File: config.mk
export PLATFORM = sky130hd
export DESIGN_NAME = uart_rx
export DESIGN_NICKNAME = d
export VERILOG_FILES = /design/src/rtl/uart_rx.sv
export SDC_FILE = /design/constraint.sdc
export NUM_CORES = 1
export LEC_CHECK = 0
export BUFFER_PORTS_ARGS = -buffer_cell sky130_fd_sc_hd__clkbuf_2
export CAP_MARGIN = 10
export CORE_MARGIN = 3
export CORE_UTILIZATION = 45
export CTS_BUF_LIST = sky130_fd_sc_hd__clkbuf_4 sky130_fd_sc_hd__clkbuf_8 sky130_fd_sc_hd__clkbuf_16
export CTS_CLUSTER_DIAMETER = 40
export DETAILED_ROUTE_END_ITERATION = 12
export GPL_TIMING_DRIVEN = 0
export PLACE_DENSITY = 0.62
export SETUP_SLACK_MARGIN = 0.5
export SLEW_MARGIN = 15
export SYNTH_ARGS = -nofsm -noshare
export SYNTH_HDL_FRONTEND = slang
export SYNTH_SLANG_ARGS = --single-unit
File: constraint.sdc
create_clock -name clk -period 3.35 [get_ports clk]
set_input_delay 0 -clock clk [delete_from_list [all_inputs] [get_ports clk]]
set_output_delay 0 -clock clk [all_outputs]
set_load 0.005 [all_outputs]
File: src/rtl/uart_rx.sv
// uart_rx: 8N1 serial receiver, 2-FF synchronizer and 2-of-3 bit vote.
// Outputs feed the LCD reader stage's RxD_data / RxD_data_ready inputs.
`timescale 1ns/1ps
module uart_rx #(
    parameter int CLKS_PER_BIT = 434
) (
    input  logic       clk,
    input  logic       rst,
    input  logic       rxd,
    output logic [7:0] RxD_data,
    output logic       RxD_data_ready,
    output logic       RxD_framing_err,
    output logic       RxD_busy
);

    localparam int H  = CLKS_PER_BIT / 2;
    localparam int CW = $clog2(CLKS_PER_BIT);

    localparam logic [CW-1:0] CNT_VOTE = CW'(H + 1);
    localparam logic [CW-1:0] CNT_LAST = CW'(CLKS_PER_BIT - 1);

    localparam logic [2:0] S_WAIT_HIGH = 3'd0;
    localparam logic [2:0] S_IDLE      = 3'd1;
    localparam logic [2:0] S_START     = 3'd2;
    localparam logic [2:0] S_DATA      = 3'd3;
    localparam logic [2:0] S_STOP      = 3'd4;

    logic          sync1_q;
    logic          sync2_q;
    logic [1:0]    hist_q;
    logic [1:0]    hist_d;
    logic [2:0]    state_q;
    logic [2:0]    state_d;
    logic [CW-1:0] cnt_q;
    logic [CW-1:0] cnt_d;
    logic [2:0]    idx_q;
    logic [2:0]    idx_d;
    logic [7:0]    sh_q;
    logic [7:0]    sh_d;
    logic [7:0]    data_q;
    logic [7:0]    data_d;
    logic          ready_q;
    logic          ready_d;
    logic          ferr_q;
    logic          ferr_d;
    logic          busy_q;
    logic          busy_d;
    logic          rxd_s;
    logic          vote;

    assign rxd_s = sync2_q;

    // Majority of the current and the two previous synchronized samples.
    assign vote = (rxd_s & hist_q[0])
                | (rxd_s & hist_q[1])
                | (hist_q[0] & hist_q[1]);

    assign hist_d = {hist_q[0], rxd_s};

    always_ff @(posedge clk or negedge rst) begin
        if (!rst) begin
            sync1_q <= 1'b1;
            sync2_q <= 1'b1;
            hist_q  <= 2'b11;
        end else begin
            sync1_q <= rxd;
            sync2_q <= sync1_q;
            hist_q  <= hist_d;
        end
    end

    always_comb begin
        state_d = state_q;
        cnt_d   = cnt_q;
        idx_d   = idx_q;
        sh_d    = sh_q;
        data_d  = data_q;
        ready_d = 1'b0;
        ferr_d  = 1'b0;
        case (state_q)
            S_WAIT_HIGH: begin
                if (rxd_s) begin
                    state_d = S_IDLE;
                end
            end
            S_IDLE: begin
                if (!rxd_s) begin
                    state_d = S_START;
                    cnt_d   = '0;
                end
            end
            S_START: begin
                if (cnt_q == CNT_VOTE) begin
                    cnt_d = '0;
                    if (!vote) begin
                        state_d = S_DATA;
                        idx_d   = 3'd0;
                    end else begin
                        state_d = S_IDLE;
                    end
                end else begin
                    cnt_d = cnt_q + 1'b1;
                end
            end
            S_DATA: begin
                if (cnt_q == CNT_LAST) begin
                    sh_d[idx_q] = vote;
                    cnt_d       = '0;
                    if (idx_q == 3'd7) begin
                        state_d = S_STOP;
                    end else begin
                        idx_d = idx_q + 3'd1;
                    end
                end else begin
                    cnt_d = cnt_q + 1'b1;
                end
            end
            S_STOP: begin
                if (cnt_q == CNT_LAST) begin
                    cnt_d = '0;
                    if (vote) begin
                        data_d  = sh_q;
                        ready_d = 1'b1;
                        state_d = S_IDLE;
                    end else begin
                        // Stop low: also covers a line break.
                        ferr_d  = 1'b1;
                        state_d = S_WAIT_HIGH;
                    end
                end else begin
                    cnt_d = cnt_q + 1'b1;
                end
            end
            default: begin
                state_d = S_WAIT_HIGH;
                cnt_d   = '0;
            end
        endcase
        busy_d = (state_d != S_IDLE);
    end

    always_ff @(posedge clk or negedge rst) begin
        if (!rst) begin
            state_q <= S_WAIT_HIGH;
            cnt_q   <= '0;
            idx_q   <= 3'd0;
            sh_q    <= 8'h00;
            data_q  <= 8'h00;
            ready_q <= 1'b0;
            ferr_q  <= 1'b0;
            busy_q  <= 1'b0;
        end else begin
            state_q <= state_d;
            cnt_q   <= cnt_d;
            idx_q   <= idx_d;
            sh_q    <= sh_d;
            data_q  <= data_d;
            ready_q <= ready_d;
            ferr_q  <= ferr_d;
            busy_q  <= busy_d;
        end
    end

    assign RxD_data        = data_q;
    assign RxD_data_ready  = ready_q;
    assign RxD_framing_err = ferr_q;
    assign RxD_busy        = busy_q;

endmodule

==> results summary, run 1 <==
The flow ran to the end, and the final reports show no timing, DRC or antenna violations. The class of the tightest hold or removal check is in2reg. The effective utilization at floorplan is 0.490.

The I/O pin total is 14. Relative to the synthesized area, the layout overhead comes to 12.7%. The count of maximum capacitance violations is 0. The horizontal extent of the die is 70.8 µm.

The depth of the worst register-to-register path is 7. For this design, the slowest cell found on the critical path is sky130_fd_sc_hd__or4b_1. The internal power contribution is 787 µW. At the end of routability-driven placement, the weighted congestion stood at 0.851. The post-CTS setup repair buffer count came out at 0. The number of warnings printed during yosys synthesis came out at 0. Dividing the final minimum period by the clock period gives 0.655. The number of global-route vias before repair came out at 1413. Setup violations remaining at the end of the flow were counted as 0.

In this run the number of cells on the critical path is 7. The share of the yosys chip area belonging to registers came out at 0.506. The first-pass GRT wire length came out at 6470 µm. The number of buffers and inverters on the critical path is 2. The library cells used most frequently in the layout, excluding fill and tap cells, are sky130_fd_sc_hd__dfrtp_1 (34), sky130_fd_sc_hd__mux2_2 (17), sky130_fd_sc_hd__clkbuf_2 (13), sky130_fd_sc_hd__nand2_1 (10), sky130_fd_sc_hd__nand3_1 (8). The final-layout fill cell count is 353. The clock skew after layout is 0.00566 ns.

In this run the cell area measured after placement is 0.00201 mm². The buffer depth of the longest clock path is 2. CTS saw 38 sinks. TritonCTS built the clock tree. The endpoint identified for the worst register-to-register timing path is RxD_busy$_DFF_PN0_.

Setup repair after global routing left no endpoint under its margin. The hold slack is 0.335 ns. The aggregate global routing overflow came out at 0. The peak per-stage delay on the critical path is 0.54 ns. The total routing resource utilization after global routing is 0.160. The critical path required time came out at 3.51 ns. The area of all placed cells without fillers came out at 0.00213 mm². By startpoint and endpoint, the worst setup path is classified as reg2reg. The arrival time at the worst endpoint is 2.35 ns.

The kind of capture point of the worst setup path is a register. The final-report max-slew violation count is 0. The combinational group share of total power came out at 0.178.

The count of unresolved DRC violations after routing is 0. The power density normalized to cell area came out at 531 mW/mm². The number of inserted diodes came out at 0. The number of vias after detailed routing is 1331. The highest achievable clock rate came out at 0.456 GHz. The number of antenna violations at the first check in global routing came to 0.

The synthesized netlist occupies a cell area of 0.00189 mm². The library cell used as clock root buffer is sky130_fd_sc_hd__clkbuf_8. In the final layout, the share of cells above drive strength 1 is 0.293.

Entering global routing, the biggest net connects 39 pins. The clock latency reported for the late side of the worst-skew pair is 0.29 ns. The signal on the critical path passes through inv_1 -> ha_1 -> and4b_1 -> and4_1 -> buf_2 -> nor4_1 -> or4b_1. The share of total power dissipated in the clock network is 0.291. The number of nets in the final layout came out at 195. In this run the vertical extent of the chip is 70.8 µm. The worst register-to-register path begins at cnt_q[1]$_DFFE_PN0P_. The number of different library cells used by synthesis comes to 50.

Measured against its own limit, the worst slew margin works out to 0.238. The proportion of total power due to net switching came out at 0.304. The leakage power summed over all cells is 0.000964 µW. CTS built an H-tree with a depth of 2. Summed over all failing endpoints, the final setup total negative slack is 0 ns.

Setup slack on the worst reg-to-reg path comes out at 1.16 ns. A synthesized cell averages 11.5 µm². The final hold violation count came to 0. The count of nets left with antenna violations once routing finished came out at 0. The share of total power in sequential cells is 0.530. In this run the tool buffered the top-level ports with 13 buffer cells.

The via density per instance came out at 5.64. The number of cells produced by synthesis came out at 165. The minimum clock period is 2.19 ns. The HPWL after detailed placement came out at 2450 µm. The number of synthesized register bits came out at 38.

The peak supply drop came out at 0.255 mV. Of all nets on the critical path, the largest fanout is 10. The kind of cell with the highest combined delay on the critical path is simple AND/OR/NAND/NOR gates. The total clock buffers created by CTS is 5. The site row count came out at 22. Post-CTS repair changed the size of 0 cells. The commonest non-fill, non-tap cell in the layout is sky130_fd_sc_hd__dfrtp_1. At the pin with the least slew margin, the transition time is 1.14 ns. The first-iteration detailed-routing DRC count is 143. The total wire length came out at 3590 µm.

The worst setup path is launched from a register. The synthesized netlist net count came out at 173. Following the worst setup path forward leads to its endpoint at RxD_busy$_DFF_PN0_. The core region is 0.00385 mm². The register clock-pin slew on the reported worst setup and hold paths is 0.08 ns.

The most critical setup path has its startpoint at cnt_q[1]$_DFFE_PN0P_. In the final routed layout, each cell accounts on average for 15.2 µm. The number of iterations in the first detailed-routing pass is 4. The reported net switching power came out at 344 µW. The total die area is 0.00501 mm².
[flip-flops by register name (all words and copies together) (netlist names)]
register	cells
cnt_q	9
RxD_framing_err	1
hist_q	2
sync1_q	1
rxd_s	1
RxD_data	8
idx_q	3
RxD_busy	1
state_q	3
RxD_data_ready	1
sh_q	8
[power groups by stage]
stage          sequential, µW  combinational, µW  clock (µW)
3_5_place_dp              606                201           0
3_3_place_gp              601                192           0
6_report                  599                202         329
2_1_floorplan             582                162           0
5_1_grt                   612                232         358
4_1_cts                   598                203         336
[through the flow]
step,util,setup slack (ns),cells,total power (µW)
finish,0.553,1.16,236,1130
global placement,0.523,1.23,226,793
CTS,0.553,1.15,236,1140
detailed placement,0.523,1.17,226,806
global route,0.553,1.04,236,1200
floorplan,-,1.44,165,744
[repair_timing]
item,CTS,global route
setup endpoints to repair,0,0
hold buffers,2,0
endpoints found under the hold margin,35,0
[metal layers]
metal | part of all wire | routed length [µm] | global-route usage | vias up
met3 | 0.062 | 222 | 0.0455 | 6
li1 | - | - | - | 651
met2 | 0.45 | 1620 | 0.233 | 38
met4 | 0.014 | 52 | 0.0668 | 0
met5 | 0 | 0 | 0 | -
met1 | 0.47 | 1700 | 0.224 | 636
[how the worst min path moves through the flow]
stage / start / cells past startpoint / end
after floorplan: rst / 0 / RxD_busy$_DFF_PN0_
after detailed placement: rxd / 1 / sync1_q$_DFF_PN1_
final: rxd / 2 / sync1_q$_DFF_PN1_
after global placement: rxd / 1 / sync1_q$_DFF_PN1_
after global routing: rxd / 2 / sync1_q$_DFF_PN1_
after CTS: rxd / 2 / sync1_q$_DFF_PN1_
[synthesized netlist by cell type (all sizes together)]
| cell type | n | area [µm²] |
|---|---|---|
| nand4 | 2 | 12.5 |
| and4bb | 1 | 12.5 |
| a21oi | 4 | 20.0 |
| o21ai | 3 | 15.0 |
| or2 | 4 | 25.0 |
| a2111oi | 1 | 8.76 |
| a221o | 5 | 50.1 |
| a22oi | 1 | 7.51 |
| inv | 7 | 26.3 |
| o211ai | 1 | 7.51 |
| and3b | 1 | 8.76 |
| a211oi | 4 | 30.0 |
| o31ai | 1 | 7.51 |
| and4 | 1 | 8.76 |
| a31oi | 1 | 6.26 |
| and4b | 1 | 10.0 |
| ha | 5 | 62.6 |
| and2 | 4 | 25.0 |
| or3 | 1 | 6.26 |
| a211o | 1 | 8.76 |
| or3b | 2 | 17.5 |
| nand3 | 8 | 40.0 |
| mux2 | 18 | 203 |
| or4b | 1 | 10.0 |
| nor2 | 4 | 15.0 |
| a21boi | 1 | 7.51 |
| mux2i | 2 | 20.0 |
| nand3b | 3 | 22.5 |
| nor4 | 3 | 18.8 |
| nor2b | 1 | 6.26 |
| a21o | 1 | 7.51 |
| nand4b | 2 | 17.5 |
| buf | 6 | 36.3 |
| clkbuf | 2 | 7.51 |
| o21a | 2 | 15.0 |
| nand2b | 2 | 12.5 |
| nor3 | 4 | 20.0 |
| nand4bb | 1 | 11.3 |
| dfrtp | 34 | 851 |
| nand2 | 10 | 37.5 |
| dfstp | 4 | 105 |
| maj3 | 1 | 10.0 |
| nor3b | 2 | 20.0 |
| o22ai | 2 | 18.8 |
[cells by family after synthesis]
| logic type | share of synthesized area |
|---|---|
| fa+ha+maj | 0.0384 |
| flops | 0.506 |
| compound gates | 0.111 |
| simple gates | 0.189 |
| mux | 0.118 |
| buf+inv | 0.0371 |
[final cells by class]
cell class / instances / area (µm²) / share of cell area
sequential: 38 / 956 / 0.449
multi-input combinational: 112 / 863 / 0.405
timing repair buffer: 15 / 85.1 / 0.0400
clock buffer: 6 / 82.6 / 0.0388
tap: 48 / 60.1 / 0.0282
buffer: 8 / 43.8 / 0.0206
inverter: 7 / 26.3 / 0.0123
clock inverter: 2 / 12.5 / 0.00588
(Power assumes the default switching activity.)
==> run 2: changes to the inputs <==
==> constraint.sdc (replaced) <==
create_clock -name clk -period 2.2 [get_ports clk]
set_input_delay 0 -clock clk [delete_from_list [all_inputs] [get_ports clk]]
set_output_delay 0 -clock clk [all_outputs]
set_load 0.005 [all_outputs]
==> run 2 against run 1 <==
Effect of this change:
- flip-flop and latch count stayed put
- critical path depth fell by 2
- fmax increased by 12%
- sequential share of layout area down 8.5 points
- sequential power is 49% higher
- hold slack improved by 0.0066 ns
- cell area up 23%
- total power grew 82%
- critical endpoint unchanged
==> results summary, run 2 (same netlist as run 1, synthesis figures left out) <==
The highest net fanout along the worst path came out at 10. The internal power contribution is 1450 µW. The combinational group share of total power is 0.264.

The number of buffers and inverters on the critical path is 1. The transition time at the pin with the least slew margin is 0.934 ns. The first-pass GRT wire length came out at 7270 µm. The count of nets left with antenna violations once routing finished came out at 0. The worst-case headroom to the max-slew limit is 0.377.

The number of iterations in the first detailed-routing pass is 4. The area growth from synthesis to layout came out at 39.1%. The effective utilization at floorplan came out at 0.490. The count of buffers added on input and output ports is 13.

The class of the tightest hold or removal check is in2reg. The register with the most flip-flops in the layout has 9 of them. Setup repair after global routing could not meet its margin everywhere. The buffer depth of the longest clock path came out at 2.

The count of clock tree sinks came out at 38. The reported net switching power came out at 610 µW. The kind of cell with the highest combined delay on the critical path is simple AND/OR/NAND/NOR gates. The total routing resource utilization after global routing came out at 0.182. 14 I/O pins were placed.

The number of global-route vias before repair came out at 1500. In the routed design, unresolved DRC markers number 0. The leakage power summed over all cells came out at 0.00119 µW. The number of antenna violations at the first check in global routing came to 0. The area inside the core boundary came out at 0.00385 mm².

The chip height came out at 70.8 µm. The number of nets in the final layout is 220. The post-route clock period utilization is 0.886. For this run the aggregate overflow at the end of global routing stands at 0.

Routability-driven placement finished with a final weighted congestion of 0.850. The hold slack is 0.342 ns. Entering global routing, the biggest net connects 39 pins. After clock tree synthesis, the clock-pin slew on the worst setup and hold paths is 0.07 ns. The clock skew after layout is 0.00666 ns. The count of maximum capacitance violations is 0. The average wire per standard cell is 17.8 µm.

The power share of the clock group came out at 0.301. STA classifies the critical path startpoint as a register. The peak per-stage delay on the critical path came out at 0.48 ns. The total die area is 0.00501 mm².

The library cells used most frequently in the layout, excluding fill and tap cells, are sky130_fd_sc_hd__dfrtp_1 (34), sky130_fd_sc_hd__buf_4 (19), sky130_fd_sc_hd__clkbuf_2 (15), sky130_fd_sc_hd__mux2_4 (13). The final hold violation count is 0. Static timing analysis puts the maximum clock frequency at 0.513 GHz. The via density per instance came out at 5.76. The proportion of layout cells with a drive suffix above 1 is 0.498. The power density normalized to cell area is 782 mW/mm². The flow ran to the end, and the final reports show no timing, DRC or antenna violations. The final-layout fill cell count came out at 285. The number of inserted diodes came out at 0. The library cell used as clock root buffer is sky130_fd_sc_hd__clkbuf_8. The final-report max-slew violation count is 0. The total clock buffers created by CTS is 5.

The worst path needs 1.95 ns of the cycle, external delays included. The peak supply drop came out at 0.508 mV. The share of total power in sequential cells is 0.435.

The H-tree level count came out at 2. The critical path required time is 2.36 ns. The worst setup path is captured at a register. The number of vias after detailed routing came out at 1503.

After the first detailed-routing iteration, the DRC count stood at 77. The clock latency reported for the late side of the worst-skew pair is 0.29 ns. The setup-violating endpoint count in the final report is 0. The horizontal extent of the die came out at 70.8 µm. After floorplanning, the core was divided into 22 placement rows.

The proportion of total power due to net switching came out at 0.297. The class of the most critical setup path is reg2reg. The HPWL after detailed placement is 2500 µm.

TritonCTS built the clock tree. The register with the most flip-flops is cnt_q. The signal on the critical path passes through buf_6 -> or3b_4 -> nor4_4 -> nor4_2 -> or4b_4.

The library cell used most frequently in the layout, excluding fill and tap cells, is sky130_fd_sc_hd__dfrtp_1. The master of the slowest instance on the critical path is sky130_fd_sc_hd__or4b_4. Data arrives at the worst endpoint at 2.11 ns. The routed design has 4640 µm of wire. The final total negative setup slack is 0 ns.
[run 2: cell types whose count changed in the layout (fill, tap and decap cells not counted), moves of 3 or more]
cell | previous run | this run
sky130_fd_sc_hd__nor3_4 | 0 | 4
sky130_fd_sc_hd__buf_6 | 1 | 9
sky130_fd_sc_hd__buf_2 | 5 | 1
sky130_fd_sc_hd__ha_1 | 5 | 2
sky130_fd_sc_hd__nor4_1 | 3 | 0
sky130_fd_sc_hd__mux2_2 | 17 | 5
sky130_fd_sc_hd__buf_4 | 0 | 19
sky130_fd_sc_hd__nor3_1 | 4 | 0
sky130_fd_sc_hd__mux2_4 | 0 | 13
[run 2: layout make-up]
class / count / area [µm²] / area share
clock inverters: 1 / 30.0 / 0.0114
clock buffers: 7 / 90.1 / 0.0343
repair buffers: 40 / 323 / 0.123
flip-flops and latches: 38 / 956 / 0.364
well taps: 48 / 60.1 / 0.0228
plain buffers: 8 / 63.8 / 0.0243
multi-input cells: 112 / 1080 / 0.411
inverters: 7 / 26.3 / 0.0100
[run 2: stage by stage]
step	utilization	cell area, µm²	worst slack, ns	std cells	total power, µW
after detailed placement	0.527	2030	0.158	226	1240
after global placement	0.527	2030	0.210	226	1210
final	0.682	2630	0.250	261	2060
after floorplan	-	1910	0.388	165	1140
after CTS	0.629	2420	0.324	254	1950
after global routing	0.682	2630	0.179	261	2170
[run 2: final timing paths]
kind | from | cells after the start | slack (ns) | to
max | state_q[0]$_DFF_PN0_ | 5 | 0.25 | RxD_busy$_DFF_PN0_
min | rxd | 2 | 0.34 | sync1_q$_DFF_PN1_
min in group asynchronous | rst | 2 | 0.38 | cnt_q[2]$_DFFE_PN0P_
max in group asynchronous | rst | 2 | 1.24 | cnt_q[6]$_DFFE_PN0P_
min reg2reg | sync1_q$_DFF_PN1_ | 0 | 0.36 | rxd_s$_DFF_PN1_
max reg2reg | state_q[0]$_DFF_PN0_ | 5 | 0.25 | RxD_busy$_DFF_PN0_
[run 2: per-layer routing]
| metal | wire length [µm] | up-vias | track usage |
|---|---|---|---|
| li1 | - | 705 | - |
| met1 | 2060 | 762 | 0.245 |
| met2 | 2350 | 29 | 0.295 |
| met3 | 174 | 7 | 0.0355 |
| met4 | 65 | 0 | 0.0647 |
| met5 | 0 | - | 0 |
[run 2: power groups by stage]
stage	sequential [µW]	clock, µW	combinational (µW)
floorplan	888	0	249
global placement	918	0	296
detailed placement	922	0	315
CTS	882	626	445
global route	909	664	597
finish	894	619	543
[run 2: worst register-to-register path, delay by kind of cell (launching register included)]
kind / cells / cell delay [ns]
and+or+nand+nor: 4 / 1.30
DFF: 1 / 0.37
buffers and inverters: 1 / 0.14
[run 2: timing repair]
action,CTS,global route
hold buffers,2,0
endpoints found under the hold margin,35,0
cloned,1,0
pin swaps,4,10
gates resized for setup,24,41
endpoints found under the setup margin,31,32
setup buffers,17,7
==> run 3: changes to the inputs <==
--- a/config.mk
+++ b/config.mk
@@ -5,15 +5,18 @@
 export SDC_FILE = /design/constraint.sdc
 export NUM_CORES = 1
 export LEC_CHECK = 0
+export ABC_CLOCK_PERIOD_IN_PS = 2200
 export BUFFER_PORTS_ARGS = -buffer_cell sky130_fd_sc_hd__clkbuf_2
 export CAP_MARGIN = 10
+export CELL_PAD_IN_SITES_DETAIL_PLACEMENT = 1
+export CELL_PAD_IN_SITES_GLOBAL_PLACEMENT = 1
 export CORE_MARGIN = 3
 export CORE_UTILIZATION = 45
 export CTS_BUF_LIST = sky130_fd_sc_hd__clkbuf_4 sky130_fd_sc_hd__clkbuf_8 sky130_fd_sc_hd__clkbuf_16
 export CTS_CLUSTER_DIAMETER = 40
 export DETAILED_ROUTE_END_ITERATION = 12
 export GPL_TIMING_DRIVEN = 0
-export PLACE_DENSITY = 0.62
+export PLACE_DENSITY = 0.74
 export SETUP_SLACK_MARGIN = 0.5
 export SLEW_MARGIN = 15
 export SYNTH_ARGS = -nofsm -noshare
==> run 3 against run 2 <==
Effect of this change:
- flip-flop and latch count is the same
- cell count grew 0.38%
- cell area shrank 0.52%
- sequential share of layout area grew 0.29 points
- global-route usage grew 3.2 points
- critical path type unchanged
- register-to-register slack lost 0.09 ns
- largest power group unchanged
- clock-buffer cell count is the same
- critical endpoint is now idx_q[0]$_DFFE_PN0P_
==> results summary, run 3 (same netlist as run 1, synthesis figures left out) <==
The total routing resource utilization after global routing came out at 0.215. The library cell used as clock root buffer is sky130_fd_sc_hd__clkbuf_8. The class of the tightest hold or removal check is in2reg. The post-route clock period utilization came out at 0.926. The number of inserted diodes is 0.

The horizontal extent of the die came out at 70.8 µm. The first-pass GRT wire length came out at 8400 µm. Compared with the post-synthesis result, the final layout area differs by 38.4%. The proportion of layout cells with a drive suffix above 1 is 0.514. The clock latency reported for the late side of the worst-skew pair came out at 0.30 ns. The count of clock tree sinks came out at 38.

The number of nets in the final layout is 221. The met1 routed wirelength after detailed routing came out at 2520 µm. The worst setup path is launched from a register. The clock skew after layout is 0.00587 ns.

The average wire per standard cell came out at 23.6 µm. The minimum clock period is 2.04 ns. The number of antenna violations at the first check in global routing came to 0. The sequential cell area came out at 958 µm². The count of buffers inserted at the top-level ports came out at 13.

In this run the critical register-to-register path is launched from cnt_q[0]$_DFFE_PN0P_. In the final timing run, aggregate negative setup slack is 0 ns. From bottom edge to top edge, the die measures 70.8 µm. The peak supply drop came out at 0.735 mV. The leakage power summed over all cells is 0.00118 µW. Row generation in the floorplan step produced 22 rows. The placer congestion estimate came out at 0.802. The multi-input logic area came out at 0.00109 mm². The effective utilization at floorplan came out at 0.490.

The register with the most flip-flops is cnt_q. The power density normalized to cell area is 785 mW/mm². The highest achievable clock rate came out at 0.491 GHz. The highest net fanout along the worst path came out at 7.

In the layout the commonest cells are sky130_fd_sc_hd__dfrtp_1 (32), sky130_fd_sc_hd__buf_4 (21), sky130_fd_sc_hd__clkbuf_2 (15), sky130_fd_sc_hd__mux2_4 (11), sky130_fd_sc_hd__nand2_1 (9). The count of cells along the worst hold path came out at 2. The highest layer touched by signal routing is met4. Setup repair after global routing could not meet its margin everywhere. Detailed placement finished with a half-perimeter wire length of 2970 µm. The number of vias after detailed routing came out at 1621.

The total die area came out at 0.00501 mm². The routed length on met2 came out at 3240 µm. The clock passes through at most 2 buffers. The slack of the worst reg-to-reg path is 0.16 ns. The count of unresolved DRC violations after routing is 0. The clock tree from TritonCTS is done. The count of maximum capacitance violations is 0. The final-report max-slew violation count is 0.

The I/O pin total is 14. Measured against its own limit, the worst slew margin works out to 0.375. The final-layout fill cell count is 387.

The arrival time at the worst endpoint came out at 2.23 ns. The kind of capture point of the worst setup path is a register. The number of global-route vias before repair was 1665. The depth of the worst register-to-register path is 7. Entering global routing, the biggest net connects 39 pins. The first-iteration detailed-routing DRC count came out at 116. Hold is met by 0.326 ns. The critical path required time is 2.39 ns. The final hold violation count is 0.

The register clock-pin slew on the reported worst setup and hold paths is 0.08 ns. The number of iterations in the first detailed-routing pass came out at 4. The H-tree level count is 2. The register with the most flip-flops in the layout has 9 of them. The startpoint identified for the worst hold timing path is rxd. The flow ran to the end, and the final reports show no timing, DRC or antenna violations. The transition time at the pin with the least slew margin came out at 0.937 ns. The total met3 wirelength after detailed routing came out at 319 µm. The class of the most critical setup path is reg2reg. The endpoint of the worst-slack reg-to-reg timing path is idx_q[0]$_DFFE_PN0P_. After detailed routing, the number of vias per cell comes to 6.19. The detail route stage leaves a number of antenna-violating nets equal to 0. The worst hold path terminates at sync1_q$_DFF_PN1_. In this run, CTS created clock tree buffers numbering 5.

Summed over all layers, the routed wires come to 6200 µm. The aggregate global routing overflow is 0. The setup-violating endpoint count in the final report came out at 0. The library cell used most frequently in the layout, excluding fill and tap cells, is sky130_fd_sc_hd__dfrtp_1. The area inside the core boundary is 0.00385 mm².
-- run 3: worst max-delay path, stage by stage (launching register included) --
cell and delay [ns]:
sky130_fd_sc_hd__dfrtp_2 0.46, sky130_fd_sc_hd__inv_2 0.10, sky130_fd_sc_hd__ha_4 0.13, sky130_fd_sc_hd__nand4b_1 0.20, sky130_fd_sc_hd__o31ai_2 0.30, sky130_fd_sc_hd__buf_4 0.22
sky130_fd_sc_hd__nand3b_1 0.18, sky130_fd_sc_hd__mux2_4 0.35
-- run 3: power breakdown --
group	switching (µW)	internal, µW
combinational	298	313
clock	262	265
sequential	125	787
total	686	1370
-- run 3: layout make-up --
cell class,count,share of cell area
plain buffers,8,0.0244
clock buffers,7,0.0344
clock inverters,1,0.00191
inverters,7,0.0100
multi-input cells,112,0.416
flip-flops and latches,38,0.367
well taps,48,0.0230
repair buffers,41,0.124
-- run 3: stage by stage --
stage / worst slack (ns) / utilization / instances / instance area (µm²) / power, µW
after floorplan: 0.388 / - / 165 / 1910 / 1140
after global placement: 0.195 / 0.527 / 226 / 2030 / 1210
after detailed placement: 0.142 / 0.527 / 226 / 2030 / 1260
after CTS: 0.305 / 0.626 / 252 / 2410 / 1890
after global routing: 0.115 / 0.679 / 262 / 2620 / 2160
final: 0.163 / 0.679 / 262 / 2620 / 2050
-- run 3: worst max-delay path by stage --
stage / startpoint / end / slack [ns] / cells past startpoint
after global placement: cnt_q[0]$_DFFE_PN0P_ / idx_q[0]$_DFFE_PN0P_ / 0.20 / 7
final: cnt_q[0]$_DFFE_PN0P_ / idx_q[0]$_DFFE_PN0P_ / 0.16 / 7
after floorplan: cnt_q[1]$_DFFE_PN0P_ / RxD_busy$_DFF_PN0_ / 0.39 / 7
after global routing: state_q[1]$_DFF_PN0_ / RxD_busy$_DFF_PN0_ / 0.12 / 5
after detailed placement: cnt_q[0]$_DFFE_PN0P_ / idx_q[0]$_DFFE_PN0P_ / 0.14 / 7
after CTS: cnt_q[1]$_DFFE_PN0P_ / sh_q[3]$_DFFE_PN0P_ / 0.30 / 8
-- run 3: metal layers --
layer | up-vias | GRT usage
li1 | 708 | -
met1 | 850 | 0.265
met2 | 51 | 0.374
met3 | 12 | 0.0412
met4 | 0 | 0.0772
met5 | - | 0
-- run 3: timing repair --
item,in CTS,in global routing
hold buffers,2,0
resized for setup,37,26
buffers inserted,16,9
gates cloned,0,1
endpoints found under the setup margin,31,31
endpoints found under the hold margin,35,0
pin swaps,6,4
